--- src/rtl/mac_array_ctrl.sv ---
// ---------------------------------------------------------------------------
// mac_array_ctrl
//
// Sequencer for a row x col MAC array. One job = load col kernel words,
// wait row+col cycles for the weights to settle through the array, stream
// N activation words, then wait for N results to fall out of the last
// column before signalling completion.
//
// Ports
//   clk        rising-edge clock
//   reset      synchronous, active-high
//   start      job request (honoured only when idle and num_x != 0)
//   num_x      number of activation vectors N for the job
//   w_base     address of the first kernel word
//   x_base     address of the first activation word
//   mem_rd_en  memory read strobe (data returns one cycle later)
//   mem_addr   memory read address (wraps modulo 2^aw)
//   inst_w     array instruction, bit1 = execute, bit0 = kernel load
//   valid      per-column result valid from the array
//   psum_wr    psum store write strobe
//   busy       job in progress
//   done       one-cycle completion pulse
//   err        drain timeout; valid with done, held until next accepted start
// ---------------------------------------------------------------------------
module mac_array_ctrl #(
    parameter int bw  = 4,
    parameter int row = 8,
    parameter int col = 8,
    parameter int aw  = 11
) (
    input  logic            clk,
    input  logic            reset,
    input  logic            start,
    input  logic [7:0]      num_x,
    input  logic [aw-1:0]   w_base,
    input  logic [aw-1:0]   x_base,
    output logic            mem_rd_en,
    output logic [aw-1:0]   mem_addr,
    output logic [1:0]      inst_w,
    input  logic [col-1:0]  valid,
    output logic            psum_wr,
    output logic            busy,
    output logic            done,
    output logic            err
);

    // Parameter sanity; the data width itself lives in the array, not here.
    if (bw < 1 || row < 1 || col < 2 || aw < 1) begin : g_bad_params
        $error("mac_array_ctrl: illegal parameter set");
    end

    typedef enum logic [2:0] {IDLE, KLOAD, GAP, EXEC, DRAIN, FIN} state_t;

    localparam logic [15:0]   KLOAD_LAST = 16'(col - 1);
    localparam logic [15:0]   GAP_LAST   = 16'(row + col - 1);
    localparam logic [15:0]   DRAIN_LAST = 16'(row + col + 4 - 1);
    localparam logic [aw-1:0] ADDR_ONE   = aw'(1);

    state_t        state;
    logic [15:0]   cnt;        // cycles spent in the current phase
    logic [7:0]    n_r;        // latched N
    logic [aw-1:0] x_base_r;   // latched activation base
    logic [7:0]    vcnt;       // results seen on the last column, saturates at N
    logic [7:0]    vcnt_next;
    logic          counting;
    logic [15:0]   exec_last;

    // Only the last column's valid marks a finished output vector.
    logic unused_valid;
    assign unused_valid = ^valid[col-2:0];

    // NOTE: every signal written in always_comb gets a value on every path,
    // otherwise synthesis infers a latch.
    always_comb begin
        counting  = (state == EXEC) || (state == DRAIN);
        psum_wr   = counting && valid[col-1] && (vcnt < n_r);
        vcnt_next = vcnt + {7'd0, psum_wr};
        exec_last = {8'd0, n_r} - 16'd1;
    end

    // NOTE: sequential state uses non-blocking assignments only, so every
    // register sees the pre-edge value of every other register.
    always_ff @(posedge clk) begin
        if (reset) begin
            state     <= IDLE;
            cnt       <= '0;
            n_r       <= '0;
            x_base_r  <= '0;
            vcnt      <= '0;
            mem_rd_en <= 1'b0;
            mem_addr  <= '0;
            inst_w    <= 2'b00;
            busy      <= 1'b0;
            done      <= 1'b0;
            err       <= 1'b0;
        end else begin
            // Instruction trails the read by one cycle to line up with data.
            inst_w <= {mem_rd_en && (state == EXEC), mem_rd_en && (state == KLOAD)};
            done   <= 1'b0;
            if (counting) vcnt <= vcnt_next;

            case (state)
                IDLE: begin
                    if (start && (num_x != 8'd0)) begin
                        n_r       <= num_x;
                        x_base_r  <= x_base;
                        mem_addr  <= w_base;
                        mem_rd_en <= 1'b1;
                        busy      <= 1'b1;
                        err       <= 1'b0;
                        cnt       <= '0;
                        vcnt      <= '0;
                        state     <= KLOAD;
                    end
                end
                KLOAD: begin
                    if (cnt == KLOAD_LAST) begin
                        cnt       <= '0;
                        mem_rd_en <= 1'b0;
                        mem_addr  <= '0;
                        state     <= GAP;
                    end else begin
                        cnt      <= cnt + 16'd1;
                        mem_addr <= mem_addr + ADDR_ONE;
                    end
                end
                GAP: begin
                    if (cnt == GAP_LAST) begin
                        cnt       <= '0;
                        mem_rd_en <= 1'b1;
                        mem_addr  <= x_base_r;
                        state     <= EXEC;
                    end else begin
                        cnt <= cnt + 16'd1;
                    end
                end
                EXEC: begin
                    if (cnt == exec_last) begin
                        cnt       <= '0;
                        mem_rd_en <= 1'b0;
                        mem_addr  <= '0;
                        // All results already in: skip DRAIN entirely.
                        if (vcnt_next == n_r) begin
                            busy  <= 1'b0;
                            done  <= 1'b1;
                            state <= FIN;
                        end else begin
                            state <= DRAIN;
                        end
                    end else begin
                        cnt      <= cnt + 16'd1;
                        mem_addr <= mem_addr + ADDR_ONE;
                    end
                end
                DRAIN: begin
                    if (vcnt_next == n_r) begin
                        busy  <= 1'b0;
                        done  <= 1'b1;
                        state <= FIN;
                    end else if (cnt == DRAIN_LAST) begin
                        busy  <= 1'b0;
                        done  <= 1'b1;
                        err   <= 1'b1;
                        state <= FIN;
                    end else begin
                        cnt <= cnt + 16'd1;
                    end
                end
                FIN:     state <= IDLE;
                default: state <= IDLE;
            endcase
        end
    end

endmodule

--- config.mk ---
export PLATFORM = sky130hd
export DESIGN_NAME = mac_array_ctrl
export DESIGN_NICKNAME = d
export VERILOG_FILES = /design/src/rtl/mac_array_ctrl.sv
export SDC_FILE = /design/constraint.sdc
export NUM_CORES = 1
export LEC_CHECK = 0
export CAP_MARGIN = 20
export CORE_AREA = 3 3 87 89
export CTS_CLUSTER_SIZE = 14
export DETAILED_ROUTE_END_ITERATION = 10
export DIE_AREA = 0 0 90 92
export PLACE_DENSITY = 0.93
export SLEW_MARGIN = 5
export SYNTH_ARGS = -nofsm -noshare
export SYNTH_HDL_FRONTEND = slang
export SYNTH_SLANG_ARGS = --single-unit
--- constraint.sdc ---
create_clock -name clk -period 11.1 [get_ports clk]
set_input_delay 2.22 -clock clk [delete_from_list [all_inputs] [get_ports clk]]
set_output_delay 2.22 -clock clk [all_outputs]
set_load 0.02 [all_outputs]
==> results.md <==
- Status: completed
- Fin. max-slew vios: 0
- DPL Wire Length: approximately 7600 um
- Starting Density: approximately three fifths
- First-pass GRT wire length: 18,400 um
- Inst Count DP: between 600 and 700
- Slew @ Worst Pin: between 1000 and 1500 ps
- Design Power: 0.000584 W
- DRT iter0 DRCs: between 300 and 400
- Peak VDD IR: about 0.070 mV
- Mapped Area: about 4100 um2
- NumNets Final: just under 600
- Die W: approximately 90 um
- Chip Height: between 90 and 100 um
- Hold WC Path Type: reg2reg
- Layout cell share with drive strength beyond 1: 8.66%
- Drt total wl: 11,100 um
- Synth top area cells: dfxtp_1 (31%), nand2_1 (6.3%), a21oi_1 (4.4%)
- Utilization after layout: 69.4%
- Hold_buf cts: 0
- Max-Cap Viols: 0
- Fin crit share: between 50 and 60%
- Pre-Repair DR Iteration Count: 7
- Critical Path Fanout Max: 2
- Synth-to-layout area growth: 16.6%
- PnR worst setup slack: about 5000 ps
- Top-area cell type share of the netlist area: a little under a third
- Synthesized flop and latch total: between 60 and 70
- Grt ovf: 0
- WL per Instance: between 15 and 20 um
- Clock-pin slew on the worst setup and hold paths: around 60 ps
- Tmin final: 6150 ps
- Yosys warnings: 0
- Clock power share: 37.8%
- Inserted Clock Buffers: 9
- R2r startpoint: state[0]
- Final std cells w/o fill: between 600 and 700
- Number of synthesized flops with an enable pin: 0
- Worst path required time: roughly 8900 ps
- Port Buffers: slightly above 50
- Post-CTS Setup Inserts: 0
- Net Sw Power: between 0.00015 and 0.0002 W
- All-layer global routing usage: between 20% and 30%
- Net switching fraction of the power: approximately 29%
- Slew headroom: between 20% and 30%
- Int Pwr: around 0.00042 W
- Worst R2R End: cnt[9]
- Pre-CTS WS: around 5000 ps
- RSZ-0062 raised after global routing: false
- Top-count cell post-synth: nand2_1
- Max clock buf depth: 2
- Rows: 30
- CORE AREA: between 6000 and 7000 um2
- Setup TNS: 0 ps
- Via/cell ratio: roughly 6.3
- Synth top cells by count: nand2_1 (68), dfxtp_1 (63), a21oi_1 (36)
- Worst Reg-to-Reg Cells: 12
- Hold Vio Cnt, Final: 0
- Post-synth top flop: dfxtp_1
- Worst Setup Start Kind: input port
- Diode count: 0
- Power Dens Cells: approximately 120 nW/um2
- # DRC: 0
- Unique masters post-synth: 63
- Worst skew pair latency: roughly 360 ps
- Hold path endpoint: x_base_r[7]
- Sequential area share after synthesis: a little over 30%
- Vias post-DR: 4,017
- Cells after Synth: about 510
- Crit end category: output port
- Endpoints failing setup: 0
- Clk_skew: ~11 ps
- Antenna viol nets, final: 0
- Synth area leader: dfxtp_1
- Critical path data arrival time: a little under 4000 ps
- Root buffer cell: clkbuf_8
- Syn Nets: roughly 560
- F_max: 163 MHz
- Logic pwr share: between 10% and 20%
- Async SR Flop Fraction: 0%
- Initial antenna violation count: 0
- Leakage: between 1.5 and 2 nW
- Mean area per synthesized cell: about 8.0 um2
- FF-to-FF setup slack: approximately 6200 ps
- CP Launch Point: valid[7]
- Worst Path Class, Setup: in2out
- Die ar.: 8280 um2
- HP Start: x_base_r[7]
- Clock sinks: 63
- H-tree levels: 3
- IO Pins: between 50 and 60
- Register share of total power: 43.5%
- # resized after CTS: 0
- Vias in the first global route: 3,898
- Routability cong.: 0.897
- WHS Path Cells: 2
- Largest net degree at the start of global routing: 53
- CTS tree: done
[stage by stage]
step | instance area (um2) | hold slack [ps]
floorplan | 4060 | 433
global placement | 4530 | 443
finish | 4740 | 455
CTS | 4740 | 456
global route | 4740 | 481
detailed placement | 4530 | 446
[cells in the final DEF, fill, tap and decap left out, drive strengths merged, types with 3 or more instances in the layout]
master and n:
or3 14, and3 9, xor2 13, clkdlybuf4s50 50, or2 3, ha 12
mux2i 4, a31oi 3, or4 7, o21ai 25, a211oi 17, nand2b 3
nor2b 5, nor2 35, a311oi 4, and2 3, nor3 12, buf 3
clkbuf 11, nor4 6, a21o 7, nand2 68, o211ai 12, o22ai 5
nand3 25, dfxtp 63, xnor2 19, a21oi 38, nand4 9, o31ai 6
inv 24, o221ai 5
[layer usage]
metal | share of wire [%] | GRT usage, % | routed length (um)
met1 | 40 | 33.7 | 4450
met2 | 47 | 44.3 | 5220
met3 | 8.7 | 5.66 | 962
met4 | 3.9 | 15.3 | 429
met5 | 0 | 0 | 0
[kinds of logic after synthesis]
| kind of cell | Yosys count | share of synthesized area (%) |
|---|---|---|
| buffers and inverters | 60 | 6.56 |
| muxes | 4 | 0.985 |
| xor gates and xnor gates | 32 | 6.90 |
| AOI/OAI and AO/OA | 134 | 24.7 |
| adders and majority gates | 12 | 3.69 |
| and+or+nand+nor | 206 | 26.1 |
| DFF | 63 | 31.0 |
[power groups by stage]
| stage | Combinational, W | Clock [W] | Sequential, W |
|---|---|---|---|
| global placement | 0.000102 | 0 | 0.000257 |
| detailed placement | 0.000106 | 0 | 0.000258 |
| global route | 0.000118 | 0.000233 | 0.000255 |
| CTS | 0.000108 | 0.000222 | 0.000253 |
| finish | 0.000109 | 0.000221 | 0.000254 |
| floorplan | 0.0000693 | 0 | 0.000257 |
[worst max-delay path, cell delays in order]
cell	delay, ps
clkdlybuf4s50_1	490
nand3b_1	110
a311oi_1	420
clkdlybuf4s50_1	690
[how the worst max path moves through the flow]
stage	end	cells past startpoint
4_1_cts	psum_wr	4
2_1_floorplan	cnt[13]	12
3_5_place_dp	psum_wr	4
6_report	psum_wr	4
5_1_grt	psum_wr	4
3_3_place_gp	psum_wr	4
[registers in the layout (all words and copies together), names as in the netlist]
| name | cells |
|---|---|
| mem_rd_en | 1 |
| n_r | 8 |
| state | 3 |
| busy | 1 |
| x_base_r | 11 |
| mem_addr | 11 |
| done | 1 |
| err | 1 |
| cnt | 16 |
| vcnt | 8 |
| inst_w | 2 |
[cell type report]
| cell class | count | area, um2 |
|---|---|---|
| clock buffers | 11 | 141 |
| clock inverters | 4 | 70.1 |
| fillers | 514 | 2090 |
| inverters | 24 | 90.1 |
| multi-input cells | 388 | 2540 |
| flip-flops and latches | 63 | 1260 |
| well taps | 96 | 120 |
| repair buffers | 53 | 520 |
No activity file was read; power rests on OpenSTA's default activity.
